`src/rtl/fifo_pkg.sv`:
```
// Shared helpers and default constants for the single-clock FIFO family.
package fifo_pkg;

  // Default almost-empty threshold; the almost-full default depends on depth.
  localparam int unsigned AEMP_DEF = 1;

  function automatic int unsigned clog2(input int unsigned value);
    int unsigned res;
    res = 0;
    while ((32'd1 << res) < value) begin
      res = res + 1;
    end
    return res;
  endfunction

  function automatic int unsigned aful_def(input int unsigned depth);
    return depth - 1;
  endfunction

endpackage

```
`src/rtl/ram1r1w_gen.sv`:
```
// Simple dual-port RAM: one write port, one registered read port, single clock.
module ram1r1w_gen
  import fifo_pkg::*;
#(
  parameter int unsigned WIDTH = 64,
  parameter int unsigned DEPTH = 16,
  parameter int unsigned AW    = clog2(DEPTH)
) (
  input  logic             clk,
  input  logic             rst,
  input  logic             wr_en_i,
  input  logic [AW-1:0]    wr_addr_i,
  input  logic [WIDTH-1:0] wr_data_i,
  input  logic             rd_en_i,
  input  logic [AW-1:0]    rd_addr_i,
  output logic [WIDTH-1:0] rd_data_o
);

  logic [WIDTH-1:0] mem_q [DEPTH];
  logic [WIDTH-1:0] rd_data_d, rd_data_q;

  // Array is left unreset; only the read register is cleared so q is defined.
  always_ff @(posedge clk) begin
    if (wr_en_i) begin
      mem_q[wr_addr_i] <= wr_data_i;
    end
  end

  // Read-first: a same-edge write to rd_addr_i returns the old word.
  always_comb begin
    rd_data_d = rd_data_q;
    if (rd_en_i) begin
      rd_data_d = mem_q[rd_addr_i];
    end
  end

  always_ff @(posedge clk or posedge rst) begin
    if (rst) begin
      rd_data_q <= '0;
    end else begin
      rd_data_q <= rd_data_d;
    end
  end

  assign rd_data_o = rd_data_q;

endmodule

```
`src/rtl/fifo1c_gen.sv`:
```
// Single-clock FIFO controller with status flags, watermark, optional output
// register stage and optional show-ahead prefetch.
module fifo1c_gen
  import fifo_pkg::*;
#(
  parameter int unsigned WIDTH     = 64,
  parameter int unsigned DEPTH     = 16,
  parameter int unsigned PIPE      = 1,
  parameter int unsigned SHOWAHEAD = 0
) (
  input  logic                  clk,
  input  logic                  rst,
  input  logic [WIDTH-1:0]      data,
  input  logic                  wrreq,
  input  logic                  rdreq,
  input  logic                  flush,
  input  logic [clog2(DEPTH):0] aful_thres,
  input  logic [clog2(DEPTH):0] aemp_thres,
  input  logic                  highest_clr,
  output logic [WIDTH-1:0]      q,
  output logic                  empty,
  output logic                  full,
  output logic                  almost_empty,
  output logic                  almost_full,
  output logic [clog2(DEPTH):0] usedw,
  output logic [clog2(DEPTH):0] highest_dw,
  output logic                  overflow,
  output logic                  underflow
);

  localparam int unsigned AW = clog2(DEPTH);

  typedef logic [AW:0]   cnt_t;
  typedef logic [AW-1:0] ptr_t;

  localparam cnt_t DepthCnt = cnt_t'(DEPTH);

  ptr_t wr_ptr_q, wr_ptr_d, rd_ptr_q, rd_ptr_d;
  cnt_t usedw_q, usedw_d, mem_cnt_q, mem_cnt_d, highest_q, highest_d;
  logic empty_q, empty_d, full_q, full_d;
  logic aemp_q, aemp_d, aful_q, aful_d;
  logic ovf_q, ovf_d, udf_q, udf_d;
  logic a_vld_q, a_vld_d, b_vld_q, b_vld_d;
  logic [WIDTH-1:0] q_q, q_d, ram_rdata;
  logic wr_acc, rd_acc, fetch, b_load;

  // Stage A is the RAM read register, stage B the optional output register.
  // Normal mode: A/B valids are one-shot markers of a popped word in flight.
  // Show-ahead: A/B form a prefetch pipe that refills whenever it drains.
  always_comb begin
    rd_acc  = rdreq & ~empty_q & ~flush;
    wr_acc  = wrreq & (~full_q | rd_acc) & ~flush;
    fetch   = 1'b0;
    b_load  = 1'b0;
    a_vld_d = a_vld_q;
    b_vld_d = b_vld_q;
    if (SHOWAHEAD != 0) begin
      if (PIPE != 0) begin
        b_load  = a_vld_q & (~b_vld_q | rd_acc) & ~flush;
        fetch   = (mem_cnt_q != '0) & (~a_vld_q | b_load) & ~flush;
        a_vld_d = fetch | (a_vld_q & ~b_load);
        b_vld_d = b_load | (b_vld_q & ~rd_acc);
      end else begin
        fetch   = (mem_cnt_q != '0) & (~a_vld_q | rd_acc) & ~flush;
        a_vld_d = fetch | (a_vld_q & ~rd_acc);
        b_vld_d = 1'b0;
      end
    end else begin
      fetch   = rd_acc;
      a_vld_d = rd_acc;
      // A word popped before a flush still lands on q.
      b_load  = a_vld_q & (PIPE != 0);
      b_vld_d = 1'b0;
    end
    if (flush) begin
      a_vld_d = 1'b0;
      b_vld_d = 1'b0;
    end
  end

  always_comb begin
    wr_ptr_d  = wr_ptr_q + ptr_t'(wr_acc);
    rd_ptr_d  = rd_ptr_q + ptr_t'(fetch);
    usedw_d   = usedw_q + cnt_t'(wr_acc) - cnt_t'(rd_acc);
    mem_cnt_d = mem_cnt_q + cnt_t'(wr_acc) - cnt_t'(fetch);
    ovf_d     = wrreq & ~wr_acc & ~flush;
    udf_d     = rdreq & empty_q & ~flush;
    if (flush) begin
      wr_ptr_d  = '0;
      rd_ptr_d  = '0;
      usedw_d   = '0;
      mem_cnt_d = '0;
    end
    full_d = (usedw_d == DepthCnt);
    aful_d = (usedw_d >= aful_thres);
    aemp_d = (usedw_d <= aemp_thres);
    if (SHOWAHEAD != 0) begin
      empty_d = ~((PIPE != 0) ? b_vld_d : a_vld_d);
    end else begin
      empty_d = (usedw_d == '0);
    end
    // Clear loads the post-edge occupancy so the watermark never trails usedw.
    if (highest_clr) begin
      highest_d = usedw_d;
    end else begin
      highest_d = (usedw_d > highest_q) ? usedw_d : highest_q;
    end
    q_d = b_load ? ram_rdata : q_q;
  end

  always_ff @(posedge clk or posedge rst) begin
    if (rst) begin
      wr_ptr_q  <= '0;
      rd_ptr_q  <= '0;
      usedw_q   <= '0;
      mem_cnt_q <= '0;
      highest_q <= '0;
      empty_q   <= 1'b1;
      full_q    <= 1'b0;
      aemp_q    <= 1'b1;
      aful_q    <= 1'b0;
      ovf_q     <= 1'b0;
      udf_q     <= 1'b0;
      a_vld_q   <= 1'b0;
      b_vld_q   <= 1'b0;
      q_q       <= '0;
    end else begin
      wr_ptr_q  <= wr_ptr_d;
      rd_ptr_q  <= rd_ptr_d;
      usedw_q   <= usedw_d;
      mem_cnt_q <= mem_cnt_d;
      highest_q <= highest_d;
      empty_q   <= empty_d;
      full_q    <= full_d;
      aemp_q    <= aemp_d;
      aful_q    <= aful_d;
      ovf_q     <= ovf_d;
      udf_q     <= udf_d;
      a_vld_q   <= a_vld_d;
      b_vld_q   <= b_vld_d;
      q_q       <= q_d;
    end
  end

  ram1r1w_gen #(
    .WIDTH (WIDTH),
    .DEPTH (DEPTH),
    .AW    (AW)
  ) u_ram (
    .clk       (clk),
    .rst       (rst),
    .wr_en_i   (wr_acc),
    .wr_addr_i (wr_ptr_q),
    .wr_data_i (data),
    .rd_en_i   (fetch),
    .rd_addr_i (rd_ptr_q),
    .rd_data_o (ram_rdata)
  );

  assign q            = (PIPE != 0) ? q_q : ram_rdata;
  assign empty        = empty_q;
  assign full         = full_q;
  assign almost_empty = aemp_q;
  assign almost_full  = aful_q;
  assign usedw        = usedw_q;
  assign highest_dw   = highest_q;
  assign overflow     = ovf_q;
  assign underflow    = udf_q;

endmodule

```
`config.mk`:
```
export PLATFORM = sky130hd
export DESIGN_NAME = fifo1c_gen
export DESIGN_NICKNAME = d
export VERILOG_FILES = /design/src/rtl/fifo_pkg.sv /design/src/rtl/ram1r1w_gen.sv /design/src/rtl/fifo1c_gen.sv
export SDC_FILE = /design/constraint.sdc
export NUM_CORES = 1
export LEC_CHECK = 0
export ABC_AREA = 1
export ABC_CLOCK_PERIOD_IN_PS = 6700
export BUFFER_PORTS_ARGS = -buffer_cell sky130_fd_sc_hd__buf_4
export CAP_MARGIN = 20
export CORE_MARGIN = 10
export CORE_UTILIZATION = 25
export DETAILED_ROUTE_END_ITERATION = 8
export PLACE_DENSITY = 0.41
export RECOVER_POWER = 25
export SLEW_MARGIN = 30
export SYNTH_ARGS = -nofsm -noshare
export SYNTH_HDL_FRONTEND = slang
export SYNTH_SLANG_ARGS = --single-unit
```
`constraint.sdc`:
```
create_clock -name clk -period 6.7 [get_ports clk]
set_clock_uncertainty 0.05 [all_clocks]
set_input_delay 0.67 -clock clk [delete_from_list [all_inputs] [get_ports clk]]
set_output_delay 0.67 -clock clk [all_outputs]
set_load 0.02 [all_outputs]
```
==> impl_metrics.toml, run 1 <==
[floorplanning]
row_count = 159
core_sq_mm = 0.188
initial_utilization = 0.252
die_h_um = 455
design.die.area_sq_mm = 0.207
die_w_um = 455
ios = 160

[placement]
io_buffers = 159
placement.cell_area_sq_mm = 0.0511
gp_congestion = 0.708
dp_slack_ns = 2.11
dp_hpwl_um = 73400
placed_cells = 6432

[critical_path]
cpMostUsedCell = "nand2_1"
end_kind = "flop"
worstPathRequired_ns = 7.28
path_buf_inv = 3
critical_path.max_stage_delay_ns = 0.44
crit_path_cell_trace = "inv_1 > nand3_4 > nand2_1 > nand3_1 > ha_1 > inv_1 > ha_1 > fa_1 > nand2_1 > nand2_1 > a21oi_1 > nor2_1 > nor2_1 > ha_1 > nand2_1 > inv_1 > o21ai_0 > nand3_1 > nand2_1 > nand2_1 > nand2_1 > nand2_1"
slowest_stage = "fa_1"
arrival_ns = 4.58
crit_fanout = 16
critPathLaunchType = "flop"
critPathTopFamily = "simple AND/OR/NAND/NOR gates"
crit_type = "flop to flop"

[cts]
htreeDepth = 4
cts_setup_buffers = 0
clk_pin_slew_ns = 0.06
cts_tree = "yes"
clk_latency_ns = 0.76
clk_path_buf_depth = 3
cts-resized-gates = 0
cts.sinks = 1177
cts-root-buf = "clkbuf_16"
cts_buffers = 135

[yosys]
yosysSeqAreaShare = 0.730
async_flop_share = 0.130
synth_edf_count = 1024
netlist-cell-type-count = 31
synth_seq_cells = 1177
yosysTopAreaCell = "edfxtp_1"
syn-cell-area_sq_mm = 0.0474
ys_top_cells_by_area = "edfxtp_1 (65%), nand2_1 (12%), nand3_1 (8.2%)"
syn-instance-count = 3953
syn_nets = 4058
synth_top_area_frac = 0.649
ys_warn_count = 0
synth_area_per_cell_sq_um = 12.0
synth.most_common_cell = "nand2_1"
synth_common_cells = "nand2_1 (1,567), edfxtp_1 (1,024), nand3_1 (773)"
synth_ff_type = "edfxtp_1"

[routing]
drc_errors = 0
drtIter0Drc = 2131
drt-total-wl_um = 141000
vias_per_cell = 4.40
vias = 29400
first_pass_iters = 7
ant_nets = 0
post_drt_wl_per_cell_um = 21.0

[final_layout]
syn_to_final_growth_pct = 16.3
drive_above_1_share = 0.107
fillers = 19200
layoutNonFillerInstCount = 6681
final_area_sq_mm = 0.0551
nets = 4181

[grt]
antenna_found_initial = 16
grt_max_degree = 181
grt_overflow = 0
grt_pass1_vias = 29400
grt_pass1_wl_um = 207000
grtUsageTotal = 0.133

[timing]
fin_ws_ns = 2.70
min_period_ns = 4.00
fin_tns_setup_ns = 0
slew_headroom = 0.320
fmax_ghz = 0.250
slew_violations = 0
rsz0062_at_grt = "no"
setup_violations = 0
worst_slew_pin_slew_ns = 1.02
timing.final.crit_share = 0.597
hold_viol = 0

[worst_hold_path]
hold_class = "input pin to flop"

[pwr]
irDropWorstVdd_uv = 167
leakage_nw = 20.4
power_density_mw_per_mm2 = 334

[run_status]
status = "completed"

[flow_run]
drv_cap = 0
-- metal layers --
metal / GRT usage / routed length, um / vias up
li1: - / - / 14000
met1: 0.179 / 63900 / 14700
met2: 0.222 / 68100 / 531
met3: 0.0250 / 6050 / 169
met4: 0.0313 / 2380 / 12
met5: 0 / 67 / -
-- final cells by class --
| type | instances | area (sq um) | area share |
|---|---|---|---|
| multi-input cells | 2496 | 11200 | 0.204 |
| flip-flops and latches | 1177 | 34600 | 0.628 |
| clock buffers | 179 | 3710 | 0.0673 |
| diodes | 4 | 10.0 | 0.000182 |
| clock inverters | 64 | 408 | 0.00741 |
| well taps | 2495 | 3120 | 0.0567 |
| repair buffers | 218 | 1740 | 0.0317 |
| inverters | 48 | 226 | 0.00411 |
-- tightest hold or removal path, delay by kind of cell --
family / cells / cell delay, ns
AND/OR/NAND/NOR: 1 / 0.06
buffers and inverters: 2 / 0.13
-- report_power, final --
part           internal (mW)  total [mW]  switching, mW  leakage, nW
logic                  0.944        2.73           1.79         7.21
registers               8.43        8.70          0.270         11.1
clock network           3.97        6.99           3.02         2.03
total                   13.3        18.4           5.07         20.4
-- layout by cell type (no fill, tap or decap), drive strengths merged, types with 3 or more instances in the layout --
master and n:
mux2 64, dfrtp 151, edfxtp 1024, ha 24, nand4 3, clkinv 56
nand3 773, nor2 31, buf 167, clkbuf 229, inv 54, a21oi 17
o21ai 7, nand2 1567, diode 4
-- final timing paths --
| path | startpoint | end | slack, ns | depth (start not counted) |
|---|---|---|---|---|
| max | empty$_DFF_PP1_ | highest_dw[0]$_DFFE_PP0P_ | 2.70 | 22 |
| min | wrreq | overflow$_DFF_PP0_ | 0.11 | 3 |
| max reg2reg | empty$_DFF_PP1_ | highest_dw[0]$_DFFE_PP0P_ | 2.70 | 22 |
| min reg2reg | u_ram.rd_data_o[55]$_DFFE_PP0P_ | u_ram.rd_data_o[55]$_DFFE_PP0P_ | 0.42 | 2 |
| max in group asynchronous | rst | u_ram.rd_data_o[2]$_DFFE_PP0P_ | 4.77 | 4 |
| min in group asynchronous | rst | u_ram.rd_data_o[31]$_DFFE_PP0P_ | 0.55 | 3 |
-- flip-flops by register name, indices dropped and copies added, names as in the netlist --
signal / count
underflow: 1
empty: 1
almost_full: 1
full: 1
highest_dw: 5
wr_ptr_q: 4
usedw: 5
almost_empty: 1
a_vld_q: 1
rd_ptr_q: 4
q: 64
overflow: 1
u_ram.mem_q: 1024
u_ram.rd_data_o: 64
-- metrics by stage --
step                      hold slack, ns  power [mW]  utilization
after floorplan                    0.393        10.6            -
after global placement             0.408        11.7        0.271
after detailed placement           0.412        11.7        0.272
after CTS                         0.0462        18.8        0.294
after global routing              0.0905        19.3        0.293
final                              0.108        18.4        0.293
-- timing repair --
| item | CTS | global route |
|---|---|---|
| endpoints found under the hold margin | 4 | 0 |
| hold buffers | 1 | 0 |
| setup endpoints to repair | 0 | 0 |
-- cell families after synthesis --
logic type	count (synthesis)	synth area share
simple gates	2375	0.209
buf+inv	280	0.0351
compound gates	30	0.00346
flops	1177	0.730
xor+xnor	2	0.000370
fa+ha+maj	25	0.00676
mux	64	0.0152
(Power assumes the default switching activity.)
==> run 2: changes to the inputs <==
--- a/config.mk
+++ b/config.mk
@@ -6,7 +6,7 @@
 export NUM_CORES = 1
 export LEC_CHECK = 0
 export ABC_AREA = 1
-export ABC_CLOCK_PERIOD_IN_PS = 6700
+export ABC_CLOCK_PERIOD_IN_PS = 3800
 export BUFFER_PORTS_ARGS = -buffer_cell sky130_fd_sc_hd__buf_4
 export CAP_MARGIN = 20
 export CORE_MARGIN = 10
==> constraint.sdc (replaced) <==
create_clock -name clk -period 3.8 [get_ports clk]
set_clock_uncertainty 0.05 [all_clocks]
set_input_delay 0.38 -clock clk [delete_from_list [all_inputs] [get_ports clk]]
set_output_delay 0.38 -clock clk [all_outputs]
set_load 0.02 [all_outputs]
==> impl_metrics.toml, run 2 (synthesis results as in run 1) <==
[grt]
grt_overflow = 0
antenna_found_initial = 15
grt_max_degree = 193
grt_pass1_wl_um = 205000
grtUsageTotal = 0.132
grt_pass1_vias = 29800

[cts]
clk_path_buf_depth = 3
cts-root-buf = "clkbuf_16"
clk_pin_slew_ns = 0.05
htreeDepth = 4
clk_latency_ns = 0.75
cts.sinks = 1177
cts_tree = "yes"
cts_setup_buffers = 0
cts_buffers = 135

[critical_path]
end_kind = "flop"
crit_fanout = 6
worstPathRequired_ns = 4.39
reg2reg_from = "empty$_DFF_PP1_"
slowest_stage = "fa_1"
r2r_end = "highest_dw[0]$_DFFE_PP0P_"
crit_type = "flop to flop"
r2r_slack_ns = 0.38
crit_path_cell_trace = "inv_1 > nand3_4 > nand2_1 > nand3_1 > ha_1 > inv_1 > ha_1 > fa_1 > nand2_1 > nand2_1 > a21oi_1 > nor2_1 > nor2_1 > ha_1 > nand2_1 > inv_1 > o21ai_0 > nand3_1 > nand2_1 > nand2_1 > nand2_1 > nand2_1"
critical_path.max_stage_delay_ns = 0.44
critPathLaunchType = "flop"
rr_worst_depth = 22
critPathTopFamily = "simple AND/OR/NAND/NOR gates"
path_buf_inv = 3
cp_num_cells = 22
cpMostUsedCell = "nand2_1"
arrival_ns = 4.01

[timing]
rsz0062_at_grt = "no"
fmax_ghz = 0.292
timing.final.crit_share = 0.900
hold_viol = 0
slew_violations = 0
min_period_ns = 3.42
slew_headroom = 0.379
setup_violations = 0
fin_ws_ns = 0.381
holdWs_ns = 0.0601
worst_slew_pin_slew_ns = 0.931

[routing]
drc_errors = 0
vias = 29600
vias_per_cell = 4.37
first_pass_iters = 5
drt-total-wl_um = 139000
post_drt_wl_per_cell_um = 20.5
drtIter0Drc = 2042
ant_nets = 0

[final_layout]
fillers = 19200
nets = 4267
syn_to_final_growth_pct = 19.1
final_common_cell = "nand2_1"
top_register = "u_ram.mem_q"
drive_above_1_share = 0.111
final_cell_mix = "nand2_1 (1,567), edfxtp_1 (1,024), nand3_1 (772)"
largest_reg_flops = 1024

[worst_hold_path]
worstHoldStart = "aemp_thres[4]"
hold_path_depth = 5
hold_path_end = "almost_empty$_DFF_PP1_"
hold_class = "input pin to flop"

[floorplanning]
core_sq_mm = 0.188
row_count = 159
initial_utilization = 0.252
ios = 160
die_w_um = 455
die_h_um = 455
design.die.area_sq_mm = 0.207

[pwr]
power_density_mw_per_mm2 = 587
p_total_mw = 33.1
irDropWorstVdd_uv = 432
leakage_nw = 20.9

[placement]
gp_congestion = 0.694
dp_slack_ns = 0.0224
dp_hpwl_um = 69500
io_buffers = 159

[flow_run]
drv_cap = 0

[run_status]
status = "completed"
-- run 2: tightest hold or removal path: cells and delay by family --
family                   cells  cell delay [ns]
buffers and inverters        2             0.18
AO/OA/AOI/OAI                2             0.15
adder cells (fa/ha/maj)      1             0.15
-- run 2: metal layers --
metal | global-route usage | vias up | routed length [um]
met1 | 0.173 | 14800 | 62800
li1 | - | 14200 | -
met5 | 0 | - | 55
met2 | 0.227 | 476 | 68900
met3 | 0.0224 | 179 | 4740
met4 | 0.0313 | 8 | 2550
-- run 2: through the flow --
stage                     instances  area [sq um]  TNS (ns)   util
after detailed placement       6446         51400         0  0.274
after global routing           6768         56400         0  0.300
after floorplan                3953         47400   -567.60      -
after CTS                      6766         56500         0  0.301
after global placement         6444         51400         0  0.273
final                          6772         56400         0  0.300
-- run 2: where the power goes --
group | switching [mW] | internal [mW]
registers | 0.463 | 14.9
logic | 3.14 | 1.79
clock network | 5.27 | 7.59
-- run 2: final cells by class --
type / instances / area [sq um] / area share
inverter: 48 / 218 / 0.00386
timing repair buffer: 304 / 2830 / 0.0503
clock buffer: 189 / 3830 / 0.0679
multi-input combinational: 2496 / 11200 / 0.199
tap: 2495 / 3120 / 0.0554
sequential: 1177 / 34600 / 0.614
antenna: 5 / 12.5 / 0.000222
clock inverter: 58 / 531 / 0.00941
-- run 2: what timing repair did --
item | CTS | global route
hold buffers | 73 | 0
endpoints found under the hold margin | 1193 | 0
resized for setup | 0 | 1
setup endpoints to repair | 0 | 5
-- run 2: how the worst max path moves through the flow --
stage	startpoint	end
after CTS	empty$_DFF_PP1_	highest_dw[0]$_DFFE_PP0P_
after global placement	flush	highest_dw[3]$_DFFE_PP0P_
after detailed placement	flush	highest_dw[0]$_DFFE_PP0P_
after floorplan	flush	u_ram.mem_q[10][0]$_DFFE_PP_
final	empty$_DFF_PP1_	highest_dw[0]$_DFFE_PP0P_
after global routing	empty$_DFF_PP1_	highest_dw[3]$_DFFE_PP0P_
